### config.mk
export PLATFORM = sky130hd
export DESIGN_NAME = bp_fe_cmd_scheduler
export DESIGN_NICKNAME = d
export VERILOG_FILES = /design/src/rtl/bp_fe_cmd_scheduler.sv
export SDC_FILE = /design/constraint.sdc
export NUM_CORES = 1
export LEC_CHECK = 0
export BUFFER_PORTS_ARGS = -buffer_cell sky130_fd_sc_hd__buf_4
export CAP_MARGIN = 25
export CORE_ASPECT_RATIO = 2
export CORE_MARGIN = 5
export CORE_UTILIZATION = 51
export DETAILED_ROUTE_END_ITERATION = 6
export GPL_TIMING_DRIVEN = 0
export PLACE_DENSITY = 0.79
export SYNTH_ARGS = -nofsm -noshare
export SYNTH_HDL_FRONTEND = slang
export SYNTH_SLANG_ARGS = --single-unit
export TNS_END_PERCENT = 5
### constraint.sdc
create_clock -name clk_i -period 3.5 [get_ports clk_i]
set_clock_uncertainty 0.1 [all_clocks]
set_input_delay 0.175 -clock clk_i [delete_from_list [all_inputs] [get_ports clk_i]]
set_output_delay 0.175 -clock clk_i [all_outputs]
set_load 0.01 [all_outputs]
### src/rtl/bp_fe_cmd_scheduler.sv
// Merges redirect-class and attaboy FE commands onto the single FE command port.
// Redirects use a one-entry skid. Attaboys use a droppable FIFO. The two sources are arbitrated with an anti-starvation override.
module bp_fe_cmd_scheduler #(
  parameter int fe_cmd_width_lp  = 64,  // bp_fe_cmd_s width; opcode occupies the low bits
  parameter int attaboy_els_p    = 4,
  parameter int starve_limit_p   = 8,
  parameter int drop_cnt_width_p = 8
) (
  input  logic                               clk_i,
  input  logic                               reset_n_i,
  input  logic [fe_cmd_width_lp-1:0]         redir_cmd_i,
  input  logic                               redir_v_i,
  output logic                               redir_ready_o,
  input  logic [fe_cmd_width_lp-1:0]         attaboy_cmd_i,
  input  logic                               attaboy_v_i,
  output logic                               attaboy_ready_o,
  output logic [fe_cmd_width_lp-1:0]         fe_cmd_o,
  output logic                               fe_cmd_v_o,
  input  logic                               fe_cmd_yumi_i,
  output logic [$clog2(attaboy_els_p+1)-1:0] attaboy_cnt_o,
  output logic [drop_cnt_width_p-1:0]        attaboy_drop_cnt_o
);

  localparam int ptr_w    = $clog2(attaboy_els_p);
  localparam int cnt_w    = $clog2(attaboy_els_p + 1);
  localparam int starve_w = $clog2(starve_limit_p + 1);
  localparam int sum_w    = ((drop_cnt_width_p > cnt_w) ? drop_cnt_width_p : cnt_w) + 2;
  localparam logic [2:0] e_op_state_reset = 3'd0;

  typedef enum logic {e_boot, e_run} state_e;
  state_e state, state_n;
  logic   boot;

  logic                        skid_v;
  logic [fe_cmd_width_lp-1:0]  skid_cmd;
  logic [fe_cmd_width_lp-1:0]  mem [attaboy_els_p];
  logic [ptr_w-1:0]            rd_ptr, wr_ptr;
  logic [cnt_w-1:0]            cnt;
  logic                        lock, sel_q, sel, sel_arb;  // sel: 1 = FIFO head, 0 = skid
  logic [starve_w-1:0]         starve_cnt;
  logic [drop_cnt_width_p-1:0] drop_cnt, drop_cnt_n;
  logic [cnt_w:0]              drop_inc;
  logic [sum_w-1:0]            drop_sum;
  logic                        fifo_empty, fifo_full, yumi_skid, yumi_fifo, flush, enq;

  assign fifo_empty = (cnt == '0);
  assign fifo_full  = (cnt == cnt_w'(attaboy_els_p));

  assign sel_arb    = ~(skid_v & ((starve_cnt < starve_w'(starve_limit_p)) | fifo_empty));
  assign sel        = lock ? sel_q : sel_arb;
  assign fe_cmd_v_o = sel ? ~fifo_empty : skid_v;
  assign fe_cmd_o   = fe_cmd_v_o ? (sel ? mem[rd_ptr] : skid_cmd) : '0;

  assign yumi_skid = fe_cmd_yumi_i & ~sel;
  assign yumi_fifo = fe_cmd_yumi_i & sel;
  assign flush     = yumi_skid & (skid_cmd[2:0] == e_op_state_reset);
  assign enq       = attaboy_v_i & ~boot & ~flush & (~fifo_full | yumi_fifo);

  assign redir_ready_o      = reset_n_i & (~skid_v | yumi_skid);
  assign attaboy_ready_o    = reset_n_i;
  assign attaboy_cnt_o      = cnt;
  assign attaboy_drop_cnt_o = drop_cnt;

  // A flush discards every resident entry plus any attaboy arriving in the same cycle.
  always_comb begin
    drop_inc = '0;
    if (boot)
      drop_inc = (cnt_w+1)'(attaboy_v_i);
    else if (flush)
      drop_inc = (cnt_w+1)'(cnt) + (cnt_w+1)'(attaboy_v_i);
    else if (attaboy_v_i & fifo_full & ~yumi_fifo)
      drop_inc = (cnt_w+1)'(1);
    drop_sum   = sum_w'(drop_cnt) + sum_w'(drop_inc);
    drop_cnt_n = (drop_sum > sum_w'({drop_cnt_width_p{1'b1}})) ? '1 : drop_cnt_width_p'(drop_sum);
  end

  always_ff @(posedge clk_i or negedge reset_n_i) begin
    if (!reset_n_i) state <= e_boot;
    else            state <= state_n;
  end

  always_comb begin
    state_n = state;
    if (state == e_boot && fe_cmd_yumi_i && fe_cmd_o[2:0] == e_op_state_reset)
      state_n = e_run;
  end

  always_comb begin
    boot = (state == e_boot);
  end

  always_ff @(posedge clk_i or negedge reset_n_i) begin
    if (!reset_n_i) begin
      skid_v     <= 1'b0;
      skid_cmd   <= '0;
      rd_ptr     <= '0;
      wr_ptr     <= '0;
      cnt        <= '0;
      lock       <= 1'b0;
      sel_q      <= 1'b0;
      starve_cnt <= '0;
      drop_cnt   <= '0;
    end else begin
      if (redir_v_i & redir_ready_o) begin
        skid_v   <= 1'b1;
        skid_cmd <= redir_cmd_i;
      end else if (yumi_skid) begin
        skid_v   <= 1'b0;
      end
      if (enq) wr_ptr <= wr_ptr + ptr_w'(1);
      if (flush)          rd_ptr <= wr_ptr;
      else if (yumi_fifo) rd_ptr <= rd_ptr + ptr_w'(1);
      if (flush) cnt <= '0;
      else       cnt <= cnt + cnt_w'(enq) - cnt_w'(yumi_fifo);
      lock  <= fe_cmd_v_o & ~fe_cmd_yumi_i;
      sel_q <= sel;
      if (flush | yumi_fifo | fifo_empty)
        starve_cnt <= '0;
      else if (starve_cnt < starve_w'(starve_limit_p))
        starve_cnt <= starve_cnt + starve_w'(1);
      drop_cnt <= drop_cnt_n;
    end
  end

  always_ff @(posedge clk_i) begin
    if (enq) mem[wr_ptr] <= attaboy_cmd_i;
  end

`ifndef SYNTHESIS
  assert property (@(posedge clk_i) disable iff (!reset_n_i) fe_cmd_yumi_i |-> fe_cmd_v_o)
    else $error("fe_cmd_yumi_i asserted without fe_cmd_v_o");
`endif

endmodule

# --- Word level (Yosys, flattened, before mapping) ---
# Memories as Yosys holds them, arrays and structs flattened.
# Cells that the tools add are included.
totals:
  register_bits: 87
  ram_bits: 256
  n_memories: 1
mem_list:
  columns: ["name", "depth", "word_bits", "rd", "rd_clocked_by_memory_dff", "wr", "line", "source"]
  rows:
  - ["mem", 4, 64, 1, 0, 1, "36", "logic [fe_cmd_width_lp-1:0] mem [attaboy_els_p];"]
classes:
  bitwise_logic: 26
  eq_ne: 1
  order_cmp: 2
  n_reduce_logical: 8
  addsub: 7
  muxes: 17
op_table:
  columns: ["op", "n"]
  rows:
  - ["64-bit two-way mux", 2]
  - ["4-bit two-way mux", 4]
  - ["1-bit bitwise AND", 12]
  - ["8-bit by 4-bit adder with 9-bit output", 1]
  - ["9-bit by 8-bit > comparator with 1-bit output (second input constant)", 1]
  - ["3-bit zero test", 3]
  - ["1-bit NOT", 9]
  - ["8-bit two-way mux", 1]
  - ["1-bit two-way mux", 7]
  - ["2-bit nonzero test", 3]
  - ["1-bit OR", 5]
  - ["2-bit by 1-bit adder with 2-bit output (second input constant)", 2]
  - ["3-bit by 1-bit adder with 4-bit output", 1]
  - ["4-bit by 1-bit adder with 4-bit output (second input constant)", 1]
  - ["4-bit less-than comparator (second input constant)", 1]
  - ["2-bit two-way mux", 2]
  - ["3-bit by 1-bit adder with 3-bit output", 1]
  - ["3-bit == test (second input constant)", 1]
  - ["3-bit two-way mux", 1]
  - ["3-bit by 1-bit subtractor with 3-bit output", 1]
  - ["1-bit logical AND", 2]

# --- Logic depth before layout (Yosys ltp) ---
depth:
  ltp_word: 14
  depth_mapped: 15
  mapped_depth_nobuf: 13

# --- Least setup slack after synthesis ---
# Ideal clock, no wire load.
synth_timing:
  kind: "reg-to-reg"
  start: "reg cnt[1], in the netlist attaboy_cnt_o[1]"
  end: "mem mem[2][0] (enable)"
  setup_slack_ns: 0.167
  path_buffers: 0
  period_less_slack_ns: 3.333
  arrival_time_ns: 2.804
  path_stages_with_launch: 7
  setup_ns: 0.429
  path_cell_list: "dfrtp_1 -> o31a_1 -> o22ai_1 -> inv_2 -> a22oi_1 -> nor2_1 -> and2_1"
synth_via:
  elab_chain_cells: 13
  elab_cells_between_ends: 17
synth_rtl:
  columns: ["element", "line", "source"]
  rows:
  - ["from (decl)", "38", "logic [cnt_w-1:0] cnt;"]
  - ["from (signal assigned)", "114", "else cnt <= cnt + cnt_w'(enq) - cnt_w'(yumi_fifo);"]
  - ["3-bit zero test", "46", "assign fifo_empty = (cnt == '0);"]
  - ["1-bit OR", "49", "assign sel_arb = ~(skid_v & ((starve_cnt < starve_w'(starve_limit_p)) | fifo_empty));"]
  - ["1-bit bitwise AND", "49", null]
  - ["1-bit NOT", "49", null]
  - ["1-bit two-way mux", "50", "assign sel = lock ? sel_q : sel_arb;"]
  - ["1-bit NOT", "54", "assign yumi_skid = fe_cmd_yumi_i & ~sel;"]
  - ["1-bit bitwise AND", "54", null]
  - ["1-bit bitwise AND", "56", "assign flush = yumi_skid & (skid_cmd[2:0] == e_op_state_reset);"]
  - ["1-bit NOT", "57", "assign enq = attaboy_v_i & ~boot & ~flush & (~fifo_full | yumi_fifo);"]
  - ["1-bit bitwise AND", "57", null]
  - ["1-bit bitwise AND *", "57", null]
  - ["1-bit two-way mux *", "126", "if (enq) mem[wr_ptr] <= attaboy_cmd_i;"]
  - ["1-bit two-way mux (implied by the code) *", "126", null]
  - ["to (decl)", "36", null]
# Every way passes the cells marked *; elsewhere a longest branch is shown, timed or not.

# --- Worst setup path in the final report ---
layout_timing:
  start: "reg cnt[1], in the netlist attaboy_cnt_o[1]"
  end: "out fe_cmd_o[18]"
layout_via:
  elab_chain_cells: 7
  elab_cells_between_ends: 9
layout_rtl:
  columns: ["element", "line", "source"]
  rows:
  - ["3-bit zero test *", "46", null]
  - ["1-bit OR", "49", null]
  - ["1-bit bitwise AND", "49", null]
  - ["1-bit NOT", "49", null]
  - ["1-bit two-way mux", "50", null]
  - ["64-bit two-way mux / 1-bit two-way mux (equally long branches)", "52, 51", null]
  - ["64-bit two-way mux *", "52", "assign fe_cmd_o = fe_cmd_v_o ? (sel ? mem[rd_ptr] : skid_cmd) : '0;"]
  - ["to (decl)", "17", "output logic [fe_cmd_width_lp-1:0] fe_cmd_o,"]
# Marks and branches as above.

==> impl_metrics.tcl <==
set metrics [dict create \
    status "complete, no violations" \
    pwr-share-seq 0.375 \
    drt_iter0_markers 469 \
    synth_edf_count 256 \
    p_per_area_mw_per_mm2 834 \
    vias 8698 \
    grt-ovfl-total 0 \
    ys.flop_type "edfxtp_1" \
    netlist_area_mm2 0.0141 \
    die_w_um 128 \
    drv_slew 0 \
    setup_violations 0 \
    async_reset_ff_frac 0.254 \
    netlist_instances 827 \
    dp_cells 1394 \
    hpwl_mm 22.6 \
    wl_per_cell_um 22.2 \
    cts_made_buffers 30 \
    p_comb_frac 0.398 \
    fin_crit_sh 0.938 \
    critical_path_class "reg -> out" \
    ir_drop_mv 0.588 \
    yosysMostFrequentCell "edfxtp_1" \
    area_growth_pct 32.5 \
    grt_max_degree 55 \
    avgViaCountPerCell 5.48 \
    slew-limit-headroom 0.463 \
    r2r-start "starve_cnt[3]" \
    hold_path.class "in -> reg" \
    dieHeight_um 245 \
    final_antenna_net_count 0 \
    fmax_mhz 304 \
    h-tree-depth 1 \
    min_from "redir_v_i" \
    grt_pass1_vias 9705 \
    crit_arrival_ns 3.01 \
    hold_viol_final 0 \
    drive_gt1_frac 0.347 \
    ys_seq_area_frac 0.698 \
    worstSetupStartpointType "flip-flop" \
    dr.pass1.iters 5 \
    synth.ff_latch_count 343 \
    portBuffers 209 \
    critPathMaxFanout 10 \
    synth_nets 976 \
    synthTopCellsByCount "edfxtp_1 (256), nand2_1 (133), dfrtp_1 (87), a21oi_1 (65), mux4_2 (64)" \
    core_area_mm2 0.0274 \
    fin_cells 1587 \
    slowest_stage "dfrtp_2" \
    grt_pass1_wl_mm 54.6 \
    end_kind "output port" \
    clock_sinks 343 \
    synth_area_per_cell_um2 17.1 \
    switching_share 0.330 \
    intPower_mw 10.5 \
    synth_cell_types 44 \
    critical-path-top-delay-family "buffers and inverters" \
    slowest_delay_ns 0.47 \
    path_buf_inv 3 \
    synth_largest_area_cell "edfxtp_1" \
    io_pins 211 \
    cap_violations 0 \
    gp_congestion 0.833 \
    synthTopCellsByArea "edfxtp_1 (54%), dfrtp_1 (15%), mux4_2 (10%), mux2_4 (5.2%), nand2_1 (3.5%)" \
    nNetsFinal 1354 \
    dpl_cell_area_mm2 0.0163 \
    ys_warn_count 0 \
    initial_core_util 0.515 \
    p_switching_mw 5.14 \
    whs_ns 0.0588 \
    clk_path_buf_depth 3 \
    worstPathRequired_ns 3.22 \
    insertion_delay_ns 0.55 \
    power.share.clock 0.227 \
    synth_top_area_frac 0.544 \
    rows 86 \
    fp.dieArea_mm2 0.0313 \
    finalWirelength_mm 35.2 \
    cp-startpoint "attaboy_cnt_o[1]" \
    p_leak_nw 7.45 \
    period_minus_slack_ns 3.28 \
    final_area_mm2 0.0187 \
    cts_tree "built" \
    antenna_found_initial 6 \
    clkTransAtPathRegs_ns 0.07 \
    power_mw 15.6 \
    max_slew.worst_pin.slew_ns 0.805 \
    fillCellCount 1764 \
    grt_use_total 0.226 \
    clock-root-buffer "clkbuf_16" \
    crit_chain "o31a_1 -> o22ai_1 -> buf_2 -> clkbuf_1 -> nand2_1 -> a21oi_1 -> buf_4" \
    post-route-drc-count 0 \
]
per-stage QoR:
step / setup slack [ns] / setup TNS (ns) / utilization
finish: 0.216 / 0 / 0.682
global route: -0.00322 / -0.00322 / 0.682
CTS: 0.00178 / 0 / 0.680
detailed placement: -0.482 / -1.89 / 0.594
global placement: -1.30 / -330.64 / 0.588
floorplan: 0.167 / 0 / -
cells by family (layout without fill, tap and decap cells):
kind of cell | after synthesis | in the layout | synth area share
compound gates | 90 | 90 | 0.0353
xor+xnor | 8 | 8 | 0.00496
fa+ha+maj | 16 | 16 | 0.0152
buf+inv | 62 | 464 | 0.0247
flops | 343 | 343 | 0.698
mux | 132 | 132 | 0.169
other cells | 0 | 6 | 0
simple gates | 176 | 176 | 0.0522
metal layers:
layer  share of wire  GRT usage
met5               0          0
met4           0.035     0.0841
met3           0.049     0.0274
met2            0.57      0.428
met1            0.35      0.258
worst register-to-register path, stage by stage, from the launching register on:
cell and delay (ns):
dfrtp_1 0.32, buf_2 0.18, o31a_1 0.21, o22ai_1 0.14
inv_2 0.14, buf_6 0.18, nor3_1 0.07, o21ai_0 0.16
nand2_1 0.08, ha_1 0.22, fa_1 0.43, a21o_1 0.21
a21oi_4 0.20, nand4bb_4 0.20, nand2_1 0.06, mux2_2 0.25
registers in the layout, indices dropped and copies added, names as in the netlist, 2 cells and up:
name,count
starve_cnt,4
wr_ptr,2
rd_ptr,2
attaboy_drop_cnt_o,8
mem,256
skid_cmd,64
attaboy_cnt_o,3
timing repair:
item | CTS | global route
endpoints found under the setup margin | 8 | 2
resized for setup | 4 | 6
hold buffers | 131 | 0
hold endpoints to repair | 376 | 0
setup buffers | 0 | 0
power groups by stage:
| stage | clock, mW | sequential [mW] | combinational (mW) |
|---|---|---|---|
| 6_report | 3.54 | 5.85 | 6.21 |
| 5_1_grt | 3.77 | 5.93 | 6.72 |
| 3_5_place_dp | 0 | 5.90 | 6.08 |
| 4_1_cts | 3.60 | 5.83 | 6.23 |
| 3_3_place_gp | 0 | 5.91 | 5.87 |
| 2_1_floorplan | 0 | 5.82 | 3.61 |
path summary, 6_finish.rpt:
check	to	slack [ns]	cells after the start
hold / removal	skid_cmd[30]	0.06	4
hold reg to reg	skid_cmd[28]	0.41	1
setup / recovery	fe_cmd_o[18]	0.22	7
max in group asynchronous	skid_cmd[41]	2.44	3
min in group asynchronous	attaboy_drop_cnt_o[3]	0.15	2
setup reg to reg	attaboy_drop_cnt_o[5]	0.23	15
layout make-up:
class	instances	area [µm²]	area share
Multi-Input combinational cell	422	3950	0.211
Clock inverter	10	159	0.00849
Timing Repair Buffer	346	3020	0.161
Antenna cell	6	15.0	0.000802
Inverter	17	63.8	0.00341
Sequential cell	343	9870	0.527
Tap cell	352	440	0.0235
Clock buffer	46	902	0.0482
Buffer	45	293	0.0156
cell usage in the layout, fill, tap and decap left out, types with 4 or more instances in the layout:
master         instances
dfrtp_1               85
clkbuf_8               7
nor2b_1                6
dlygate4sd3_1        131
xnor2_1                4
buf_1                  6
nand2_1              133
mux2_2                18
o22ai_1                4
edfxtp_1             256
ha_1                  14
bufinv_16              4
mux2_4                49
mux4_2                64
buf_16                 4
a21oi_1               64
clkbuf_1              27
inv_1                 16
and2_4                 5
nand2b_1               4
clkbuf_16             31
buf_2                 12
xor2_1                 4
diode_2                6
o21ai_0                8
buf_12                 7
buf_4                210
nor2_1                16
No activity file was read; power rests on OpenSTA's default activity.
